==> config.mk <==
export PLATFORM = sky130hd
export DESIGN_NAME = bp_cce_pending_w_sched
export DESIGN_NICKNAME = d
export VERILOG_FILES = /design/src/rtl/bp_cce_pkg.sv /design/src/rtl/bsg_fifo_1r1w_small.sv /design/src/rtl/bp_cce_pending_w_sched.sv
export SDC_FILE = /design/constraint.sdc
export NUM_CORES = 1
export LEC_CHECK = 0
export BUFFER_PORTS_ARGS = -buffer_cell sky130_fd_sc_hd__buf_4
export CAP_MARGIN = 10
export CORE_ASPECT_RATIO = 0.5
export CORE_MARGIN = 1.5
export CORE_UTILIZATION = 46
export DETAILED_ROUTE_END_ITERATION = 10
export HOLD_SLACK_MARGIN = 0.06
export PLACE_DENSITY = 0.75
export SYNTH_ARGS = -nofsm -noshare
export SYNTH_HDL_FRONTEND = slang
export SYNTH_SLANG_ARGS = --single-unit
==> constraint.sdc <==
create_clock -name clk_i -period 3.2 [get_ports clk_i]
set_clock_uncertainty 0.15 [all_clocks]
set_input_delay 0.32 -clock clk_i [delete_from_list [all_inputs] [get_ports clk_i]]
set_output_delay 0.32 -clock clk_i [all_outputs]
set_load 0.01 [all_outputs]
==> src/rtl/bp_cce_pkg.sv <==
// Shared types for the CCE pending-bit write scheduler.
//   - scheduler state encoding
//   - declare macro for the pending-write entry, so the FIFO payload, the
//     ucode request and the output register all use one layout for a given
//     physical address width.

`ifndef BP_CCE_PKG_SV
`define BP_CCE_PKG_SV

`define BP_CCE_DECLARE_PENDING_W_S(addr_width_mp) \
  typedef struct packed {                          \
    logic [addr_width_mp-1:0] addr;                \
    logic                     addr_bypass;         \
    logic                     pending;             \
  } bp_cce_pending_w_s

package bp_cce_pkg;

  typedef enum logic [0:0] {
    e_pend_ready = 1'b0,
    e_pend_drain = 1'b1
  } bp_cce_pend_sched_state_e;

  // Width of a pending-write entry for a given address width.
  function automatic int pending_w_width(input int addr_width);
    return addr_width + 2;
  endfunction

endpackage

`endif

==> src/rtl/bsg_fifo_1r1w_small.sv <==
// Small one-read/one-write FIFO with valid/ready on the write side and
// valid/yumi on the read side. ready_o comes only from the registered
// occupancy, so a dequeue in the same cycle never frees a slot for an
// enqueue in that cycle.

module bsg_fifo_1r1w_small #(
  parameter int els_p   = 2,
  parameter int width_p = 8
) (
  input  logic               clk_i,
  input  logic               reset_i,
  input  logic               v_i,
  input  logic [width_p-1:0] data_i,
  output logic               ready_o,
  output logic               v_o,
  output logic [width_p-1:0] data_o,
  input  logic               yumi_i
);

  localparam int ptr_w_lp = (els_p > 1) ? $clog2(els_p) : 1;
  localparam int cnt_w_lp = $clog2(els_p + 1);

  logic [width_p-1:0]  mem [els_p];
  logic [ptr_w_lp-1:0] rptr_r, wptr_r;
  logic [cnt_w_lp-1:0] count_r;
  logic                enq, deq;

  assign ready_o = (count_r != cnt_w_lp'(els_p));
  assign v_o     = (count_r != '0);
  assign data_o  = mem[rptr_r];
  assign enq     = v_i & ready_o;
  assign deq     = yumi_i & v_o;

  function automatic logic [ptr_w_lp-1:0] ptr_inc(input logic [ptr_w_lp-1:0] p);
    return (p == ptr_w_lp'(els_p - 1)) ? '0 : p + 1'b1;
  endfunction

  // Pointer and occupancy tracking; cleared asynchronously so reset discards
  // any queued entries.
  always_ff @(posedge clk_i or posedge reset_i) begin
    if (reset_i) begin
      rptr_r  <= '0;
      wptr_r  <= '0;
      count_r <= '0;
    end else begin
      if (enq) wptr_r <= ptr_inc(wptr_r);
      if (deq) rptr_r <= ptr_inc(rptr_r);
      case ({enq, deq})
        2'b10:   count_r <= count_r + 1'b1;
        2'b01:   count_r <= count_r - 1'b1;
        default: count_r <= count_r;
      endcase
    end
  end

  // Storage; contents are don't-care while the slot is unoccupied.
  always_ff @(posedge clk_i) begin
    if (enq) mem[wptr_r] <= data_i;
  end

endmodule

==> src/rtl/bp_cce_pending_w_sched.sv <==
// Pending-bit write scheduler between the message unit (auto-forward) and
// ucode. Msg writes queue in a small FIFO; one write per cycle is chosen and
// registered toward the pending-bit array. The FIFO head wins by default.
//
// Optional feature macro: BP_CCE_PENDING_STARVE_GUARD_EN
//   defined   -> a saturating counter forces a ucode grant after
//                starve_limit_p consecutive lost ucode cycles.
//   undefined -> msg always wins; ucode waits for an empty FIFO.

module bp_cce_pending_w_sched
  import bp_cce_pkg::*;
#(
  parameter int paddr_width_p  = 40,
  parameter int fifo_els_p     = 2,
  parameter int starve_limit_p = 4
) (
  input  logic                     clk_i,
  input  logic                     reset_i,
  input  logic                     stall_i,
  input  logic                     ucode_v_i,
  input  logic [paddr_width_p-1:0] ucode_addr_i,
  input  logic                     ucode_bypass_i,
  input  logic                     ucode_pending_i,
  output logic                     ucode_yumi_o,
  input  logic                     msg_v_i,
  output logic                     msg_ready_o,
  input  logic [paddr_width_p-1:0] msg_addr_i,
  input  logic                     msg_bypass_i,
  input  logic                     msg_pending_i,
  input  logic                     drain_i,
  output logic                     drained_o,
  output logic                     pending_w_v_o,
  output logic [paddr_width_p-1:0] pending_w_addr_o,
  output logic                     pending_w_addr_bypass_o,
  output logic                     pending_o
);

  `BP_CCE_DECLARE_PENDING_W_S(paddr_width_p);

  localparam int entry_width_lp = pending_w_width(paddr_width_p);

  bp_cce_pend_sched_state_e state_r, state_n;
  bp_cce_pending_w_s        msg_in, ucode_in, head, sel, out_r;
  logic [entry_width_lp-1:0] head_raw;
  logic fifo_ready, fifo_v, fifo_yumi, enq_v;
  logic in_ready, ucode_cand, ucode_grant, starve_force, any_grant;

  assign msg_in   = '{addr: msg_addr_i,   addr_bypass: msg_bypass_i,   pending: msg_pending_i};
  assign ucode_in = '{addr: ucode_addr_i, addr_bypass: ucode_bypass_i, pending: ucode_pending_i};
  assign head     = bp_cce_pending_w_s'(head_raw);

  // Comb outputs are gated by reset so every output reads 0 while it is held.
  assign in_ready    = ~reset_i & (state_r == e_pend_ready);
  assign msg_ready_o = in_ready & fifo_ready;
  assign enq_v       = msg_v_i & msg_ready_o;

  bsg_fifo_1r1w_small #(
    .els_p  (fifo_els_p),
    .width_p(entry_width_lp)
  ) msg_fifo (
    .clk_i  (clk_i),
    .reset_i(reset_i),
    .v_i    (enq_v),
    .data_i (msg_in),
    .ready_o(fifo_ready),
    .v_o    (fifo_v),
    .data_o (head_raw),
    .yumi_i (fifo_yumi)
  );

  // Ucode is only a candidate in READY; in DRAIN the head goes every cycle.
  assign ucode_cand   = in_ready & ucode_v_i & ~stall_i;
  assign ucode_grant  = ucode_cand & (~fifo_v | starve_force);
  assign fifo_yumi    = fifo_v & ~ucode_grant;
  assign ucode_yumi_o = ucode_grant;
  assign any_grant    = ucode_grant | fifo_yumi;

`ifdef BP_CCE_PENDING_STARVE_GUARD_EN
  localparam int starve_w_lp = $clog2(starve_limit_p + 1);
  logic [starve_w_lp-1:0] starve_cnt_r;

  assign starve_force = (starve_cnt_r == starve_w_lp'(starve_limit_p));

  // Count consecutive cycles a ucode candidate loses; clear on grant or idle.
  always_ff @(posedge clk_i or posedge reset_i) begin
    if (reset_i) begin
      starve_cnt_r <= '0;
    end else if (ucode_cand & ~ucode_grant) begin
      if (!starve_force) starve_cnt_r <= starve_cnt_r + 1'b1;
    end else begin
      starve_cnt_r <= '0;
    end
  end
`else
  assign starve_force = 1'b0;
`endif

  // Drain completes in the DRAIN cycle that finds the FIFO empty.
  assign drained_o = (state_r == e_pend_drain) & ~fifo_v;

  // Next-state: drain_i only matters in READY.
  always_comb begin
    state_n = state_r;
    case (state_r)
      e_pend_ready: if (drain_i) state_n = e_pend_drain;
      e_pend_drain: if (!fifo_v) state_n = e_pend_ready;
      default:      state_n = e_pend_ready;
    endcase
  end

  // State register.
  always_ff @(posedge clk_i or posedge reset_i) begin
    if (reset_i) state_r <= e_pend_ready;
    else         state_r <= state_n;
  end

  // Winner's payload; zero when nothing is granted.
  always_comb begin
    sel = '0;
    if (ucode_grant)    sel = ucode_in;
    else if (fifo_yumi) sel = head;
  end

  // Registered write toward the pending-bit array.
  always_ff @(posedge clk_i or posedge reset_i) begin
    if (reset_i) begin
      pending_w_v_o <= 1'b0;
      out_r         <= '0;
    end else begin
      pending_w_v_o <= any_grant;
      out_r         <= sel;
    end
  end

  assign pending_w_addr_o        = out_r.addr;
  assign pending_w_addr_bypass_o = out_r.addr_bypass;
  assign pending_o               = out_r.pending;

endmodule
After elaboration in Yosys (flattened, before gate mapping):

Memory sizes are Yosys's and may differ from the RTL's.
Index checks and enable logic that the tools add are counted.

* output and inout bits: 46
* memories: 1
* flip-flop bits (word level): 48
* RAM bits: 84
* word-level logic and storage cells: 44
* input port bits: 90

Memory list
* msg_fifo.mem: words 2, width 42, read ports 1, clocked after memory_dff 0, write ports 1, RTL line bsg_fifo_1r1w_small.sv:23 `logic [width_p-1:0] mem [els_p];`

* equal/unequal tests: 3
* add/sub/neg operators: 4
* bitwise gates (word level): 16
* reductions and logical operators: 2
* muxes and demuxes: 10

Operator list (number)
* 2-to-1 mux 42 bit: 2
* AND 1 bit: 10
* 2-to-1 mux 1 bit: 6
* NOT 1 bit: 5
* case mux 2 bit (2 select lines): 1
* nonzero test 2 bit: 2
* adder 1 bit (second input constant): 2
* adder 2 x 1 -> 2 bit (second input constant): 1
* == test 2 x 1 -> 1 bit (second input constant): 1
* == test 2 bit (second input constant): 1
* inequality test 2 bit (second input constant): 1
* case mux 1 bit (2 select lines): 1
* subtractor 2 x 1 -> 2 bit (second input constant): 1
* OR 1 bit: 1

Depth between registers and ports, before layout:

Gate-level depths: netlist of the first run.

* depth after elaboration: 10
* depth in mapped cells: 6
* mapped depth without buffers: 6

By module:

Synthesis of the first run repeated with hierarchy kept, for this count alone.

* cell total of the unflattened synthesis: 342
* area total of the unflattened synthesis: 5286.3 um^2

By module, submodules not included
* bsg_fifo_1r1w_small: cells an instance 149, instances 1, area an instance 3258.1 um^2
* bp_cce_pending_w_sched: cells an instance 193, instances 1, area an instance 2028.2 um^2

Worst setup path before layout of the first run:

Ideal clock, no wire load.

* path type: register to register
* from: register msg_fifo.count_r[0]
* to: memory msg_fifo.mem[0][0] (netlist name), enable pin
* arrival: 2.445 ns
* required time: 2.608 ns
* buffers on the path: 0
* setup slack: 0.163 ns
* cell stages (with the launch flop): 4
* path through: dfrtp_1 nand2b_1 nand3_1 nor2_1

* cells in the longest elaborated chain, start to end: 6

Ends and longest elaborated chain
* from (decl): RTL line bsg_fifo_1r1w_small.sv:25 `logic [cnt_w_lp-1:0] count_r;`
* from (signal assigned): RTL line bsg_fifo_1r1w_small.sv:49 `2'b10: count_r <= count_r + 1'b1;`
* from (signal assigned): RTL line bsg_fifo_1r1w_small.sv:50 `2'b01: count_r <= count_r - 1'b1;`
* from (signal assigned): RTL line bsg_fifo_1r1w_small.sv:51 `default: count_r <= count_r;`
* inequality test 2 bit (*): RTL line bsg_fifo_1r1w_small.sv:28 `assign ready_o = (count_r != cnt_w_lp'(els_p));`
* AND 1 bit: RTL line bp_cce_pending_w_sched.sv:54 `assign msg_ready_o = in_ready & fifo_ready;`
* AND 1 bit: RTL line bp_cce_pending_w_sched.sv:55 `assign enq_v = msg_v_i & msg_ready_o;`
* AND 1 bit (*): RTL line bsg_fifo_1r1w_small.sv:31 `assign enq = v_i & ready_o;`
* 2-to-1 mux 1 bit (*): RTL line bsg_fifo_1r1w_small.sv:58 `if (enq) mem[wptr_r] <= data_i;`
* 2-to-1 mux 1 bit (implied by the code) (*): RTL line bsg_fifo_1r1w_small.sv:58
* to (decl): RTL line bsg_fifo_1r1w_small.sv:23

Mark *: on every way between the ends. The rest lies on a longest branch, timed or not.

Final worst setup path of the first run:

* from: register msg_fifo.count_r[1]
* to: output port drained_o

* cells in the longest elaborated chain, start to end: 3

Ends and longest elaborated chain
* nonzero test 2 bit: RTL line bsg_fifo_1r1w_small.sv:29 `assign v_o = (count_r != '0);`
* NOT 1 bit: RTL line bp_cce_pending_w_sched.sv:99 `assign drained_o = (state_r == e_pend_drain) & ~fifo_v;`
* AND 1 bit: RTL line bp_cce_pending_w_sched.sv:99
* to (decl): RTL line bp_cce_pending_w_sched.sv:31 `output logic drained_o,`

Every way passes these cells.

==> out/metrics.csv, run 1 <==
metric;value;unit
first_global_vias;3373;
powerDensity;798;nW/µm²
tightest_slew;1060;ps
ir_worst_vdd;0.469;mV
design_area;7370;µm²
fillers;599;
relSlewSlack;29.1;%
syn_area;4800;µm²
hold_viol;0;
grt_first_pass_wirelength;18100;µm
vias;3147;
ys_warn_count;0;
p_total;5.88;mW
die_area;11100;µm²
dpl-instance-area;5950;µm²
pin_count;136;
synth_nets;342;
fin_setup_tns;0;ps
drt_iter0_drc;202;
worstPathMaxFanout;28;
synth_top_area_share;52.5;%
wire_per_inst;19.0;µm
finalMaxSlewViolations;0;
crit_type;flop to primary output;
cts_resized;0;
grt_max_degree;49;
die_x;147;µm
grt_setup_unrepaired;false;
r2r_setup_slack;970;ps
hold_path_class;primary input to asynchronous set/reset pin;
synth_top_flop_cell;edfxtp_1;
fin_util;72.4;%
dp_hpwl;6520;µm
num_rows;26;
nets;574;
avgSynthCellArea;19.1;µm²
setup_viol;0;
cap_violations;0;
root_buffer;clkbuf_16;
clk_pin_slew;50;ps
start_util;47.1;%
port_buffers;135;
drc;0;
status;completed;
clock_sinks;132;
worst_r2r_path_depth;5;
max_freq;0.387;GHz
p_leak;3.07;nW
diodes;0;
synth_edf_count;84;
cts-buffers-inserted;17;
synthTopCellsByArea;edfxtp_1 (53%), dfrtp_1 (25%), mux2i_1 (8.8%);
cp-start-kind;flop;
drive_above_1_share;36.1;%
yosysMostFrequentCell;edfxtp_1;
worstPathArrival;2110;ps
synth-seq-area-share;77.6;%
yosysTopAreaCell;edfxtp_1;
wirelength;12100;µm
ant_nets;0;
grtUsageTotal;22.8;%
cp-end-kind;primary output;
ys_types;23;
cts-hold-fix-buffers;85;
htreeDepth;4;
cts_tree;built;
first_pass_iters;4;
min_period_over_period;80.7;%
area_growth;53.5;%
critPathRequiredTime;2730;ps
ys_seq_elements;132;
synthArstFlopShare;36.4;%
insertion_delay;410;ps
clk_path_buf_depth;2;
synthTopCellsByCount;edfxtp_1 (84), dfrtp_1 (48), mux2i_1 (42), o2bb2ai_1 (36);
place.gp.congestion;0.739;
antenna_found_initial;0;
crit-reg2reg-launch;msg_fifo.count_r[1];
synth_cells;251;
die_y;75.2;µm
r2r-end;pending_w_addr_o[38];
viasPerCell;4.95;
grt_overflow;0;
coreArea;10200;µm²
post_cts_buffers;0;
min_period;2580;ps
cell type report:
class / instances / area (µm²) / area share, %
Tap cell: 140 / 175 / 2.38
Sequential cell: 132 / 3720 / 50.5
Clock buffer: 28 / 519 / 7.05
Inverter: 2 / 7.51 / 0.102
Clock inverter: 4 / 45.0 / 0.611
Timing Repair Buffer: 226 / 1910 / 25.9
Multi-Input combinational cell: 104 / 988 / 13.4
layer usage:
| layer | global-route usage [%] | vias to the layer above | part of all wire, % |
|---|---|---|---|
| met5 | 0 | - | 0 |
| li1 | - | 1439 | - |
| met1 | 27.2 | 1556 | 39 |
| met4 | 9.89 | 0 | 2.2 |
| met3 | 6.48 | 29 | 5.9 |
| met2 | 39.9 | 123 | 53 |
cells by family after synthesis:
family                   synth area share [%]
adder cells (fa/ha/maj)                 0.261
AND/OR/NAND/NOR                          1.93
XOR/XNOR                                0.912
multiplexers                             8.76
AO/OA/AOI/OAI                            8.44
buffers and inverters                    2.14
flip-flops                               77.6
report_power, final:
| part | internal (mW) | switching [mW] |
|---|---|---|
| clock network | 1.18 | 0.676 |
| logic | 0.806 | 0.790 |
| registers | 2.20 | 0.227 |
cell usage in the layout, fill, tap and decap left out, drive strengths merged:
cell | netlist | final
dfrtp | 48 | 48
mux2i | 42 | 42
ha | 1 | 1
xor2 | 1 | 1
or4b | 1 | 1
edfxtp | 84 | 84
clkbuf | 3 | 28
clkinv | 0 | 3
buf | 10 | 141
and2 | 2 | 2
inv | 2 | 2
and3 | 1 | 1
bufinv | 0 | 1
nand3 | 1 | 1
nand2b | 1 | 1
nand2 | 1 | 1
dlygate4sd3 | 0 | 85
o2bb2ai | 42 | 42
nor2 | 7 | 7
xnor2 | 4 | 4
critical path, cell delays in order, from the launching register on:
cell     delay (ps)
dfrtp_1         450
nor2_4          450
buf_4           440
and2_1          220
buf_4           130
per-stage QoR:
stage               hold slack (ps)  worst slack [ps]  cells
global route                    123               542    636
finish                         45.1               618    636
CTS                            77.8               663    636
floorplan                       269               163    251
detailed placement              358              1020    519
global placement                356              1080    519
state kept, by name (all words and copies together) (netlist names):
| register | flops |
|---|---|
| msg_fifo.wptr_r | 1 |
| pending_o | 1 |
| pending_w_addr_o | 40 |
| msg_fifo.mem | 84 |
| state_r | 1 |
| pending_w_v_o | 1 |
| pending_w_addr_bypass_o | 1 |
| msg_fifo.rptr_r | 1 |
| msg_fifo.count_r | 2 |
worst max path at each step:
stage                        startpoint                  end  depth (start not counted)
floorplan           msg_fifo.count_r[0]   msg_fifo.mem[0][0]                          3
global placement                reset_i  msg_fifo.mem[1][30]                          5
detailed placement  msg_fifo.count_r[0]  msg_fifo.mem[1][30]                          4
CTS                 msg_fifo.count_r[1]            drained_o                          4
global route        msg_fifo.count_r[1]            drained_o                          4
finish              msg_fifo.count_r[1]            drained_o                          4
No activity file was read; power rests on OpenSTA's default activity.
==> run 2, diff against run 1 <==
--- a/config.mk
+++ b/config.mk
@@ -9,10 +9,10 @@
 export CAP_MARGIN = 10
 export CORE_ASPECT_RATIO = 0.5
 export CORE_MARGIN = 1.5
-export CORE_UTILIZATION = 46
+export CORE_UTILIZATION = 51
 export DETAILED_ROUTE_END_ITERATION = 10
 export HOLD_SLACK_MARGIN = 0.06
-export PLACE_DENSITY = 0.75
+export PLACE_DENSITY = 0.78
 export SYNTH_ARGS = -nofsm -noshare
 export SYNTH_HDL_FRONTEND = slang
 export SYNTH_SLANG_ARGS = --single-unit
==> constraint.sdc (replaced) <==
create_clock -name clk_i -period 2.7 [get_ports clk_i]
set_clock_uncertainty 0.15 [all_clocks]
set_input_delay 0.27 -clock clk_i [delete_from_list [all_inputs] [get_ports clk_i]]
set_output_delay 0.27 -clock clk_i [all_outputs]
set_load 0.01 [all_outputs]
==> run 2 against run 1 <==
Compared with the run above:
- sequential share of layout area down 0.17 points
- hold slack better by 110 ps
- highest routed layer unchanged
- clock-buffer cell count down 8
- combinational power up 23%
- largest cell class unchanged
- flip-flop and latch count unchanged
- non-clock buffer count up 3
- critical path type is now primary input to primary output
- largest power group unchanged
- global-route usage up 4.9 points
- register-to-register slack worse by 360 ps
==> out/metrics.csv, run 2 (synthesized netlist as in run 1, its figures left out) <==
metric;value;unit
status;completed;
wirelength;13000;µm
root_buffer;clkbuf_16;
grt_overflow;0;
num_rows;24;
met1Wirelength;5210;µm
hold_path_class;primary input to flop;
tightest_slew;600;ps
worstPathArrival;2030;ps
regArea;3720;µm²
powerDensity;947;nW/µm²
hold_viol;0;
grtUsageTotal;27.7;%
min_period_over_period;90.7;%
grt_first_pass_wirelength;19700;µm
ir_worst_vdd;0.730;mV
setup_viol;0;
first_pass_iters;4;
wire_per_inst;21.1;µm
routed-wl-met3;630;µm
relSlewSlack;60.0;%
insertion_delay;410;ps
largest_reg_flops;84;
cts-buffers-inserted;17;
dp_hpwl;6510;µm
die_x;140;µm
viasPerCell;5.30;
drive_above_1_share;37.1;%
nets;577;
clk_pin_slew;60;ps
cts_resized;0;
final_cells;616;
htreeDepth;4;
fin_setup_tns;0;ps
coreArea;8920;µm²
wl_met2;6820;µm
cts_tree;built;
vias;3262;
regMostFlops;msg_fifo.mem;
max_freq;0.408;GHz
cts-hold-fix-buffers;87;
highest_layer;met4;
place.gp.congestion;0.691;
area_growth;54.0;%
fillers;401;
critPathRequiredTime;2280;ps
port_buffers;135;
cap_violations;0;
grt_max_degree;46;
path_cells;dlygate4sd3_1 > buf_4 > or4b_4 > nor2_8 > buf_4;
crit_type;primary input to primary output;
path_buf_inv;3;
cp_top_family;buffers and inverters;
cp-end-kind;primary output;
cp_common_cell;buf_4;
pin_count;136;
worstPathMaxFanout;17;
layout_commonest_cell;buf_4;
die_y;71.6;µm
final_cell_mix;buf_4 (139), dlygate4sd3_1 (87), edfxtp_1 (84), dfrtp_1 (47), mux2i_1 (42);
drc;0;
die_area;10000;µm²
clock_sinks;132;
place.detailed.instances;497;
multi_input_area;988;µm²
post_cts_buffers;0;
p_leak;3.09;nW
min_period;2450;ps
grt_setup_unrepaired;false;
start_util;53.8;%
cpMaxStageDelayCell;or4b_4;
finalMaxSlewViolations;0;
antenna_found_initial;0;
max_stage_delay;580;ps
clk_path_buf_depth;2;
ant_nets;0;
diodes;0;
drt_iter0_drc;212;
first_global_vias;3530;
cp-start-kind;primary input;
-- run 2: changes by cell type in the layout (fill, tap and decap cells not counted), moves of 3 or more --
cell	change
clkbuf_1	-8
clkinv_2	+3
clkinv_1	+3
buf_12	+3
-- run 2: layer usage --
layer  track usage [%]  vias up
met4              13.8        0
met3              7.09       31
li1                  -     1450
met2              48.2      147
met1              32.9     1634
met5                 0        -
-- run 2: worst paths after layout --
check,start,endpoint,slack [ps],depth (start not counted)
max reg2reg,msg_fifo.count_r[0],msg_fifo.mem[0][30],610,4
max in group asynchronous,reset_i,pending_w_addr_o[26],1280,4
min,ucode_v_i,pending_w_v_o,160,3
min reg2reg,msg_fifo.mem[1][39],pending_w_addr_o[37],390,2
min in group asynchronous,reset_i,pending_w_addr_o[22],370,3
max,reset_i,ucode_yumi_o,250,5
-- run 2: worst min-delay path, delay by kind of cell --
kind | cells | cell delay [ps]
buffers and inverters | 1 | 110
AND/OR/NAND/NOR | 2 | 290
-- run 2: area by class of cell --
class | instances | area share (%)
clock buffer | 20 | 6.31
clock inverter | 12 | 1.17
inverter | 2 | 0.102
sequential | 132 | 50.4
timing repair buffer | 229 | 26.7
multi-input combinational | 104 | 13.4
tap | 117 | 1.98
-- run 2: stage by stage --
stage                     power, mW  hold WS, ps  cell area, µm²  util, %  setup WS, ps
after floorplan                3.77          219            4800        -           353
after global placement         4.56          215            5970     66.9           836
after detailed placement       4.64          243            5970     66.9           757
after CTS                      6.87          128            7390     82.9           262
after global routing           7.25          146            7390     82.9           209
final                          7.00          157            7390     82.9           250
-- run 2: power by group --
| group | switching [mW] | internal (mW) |
|---|---|---|
| sequential | 0.263 | 2.61 |
| combinational | 0.990 | 0.984 |
| clock | 0.841 | 1.32 |
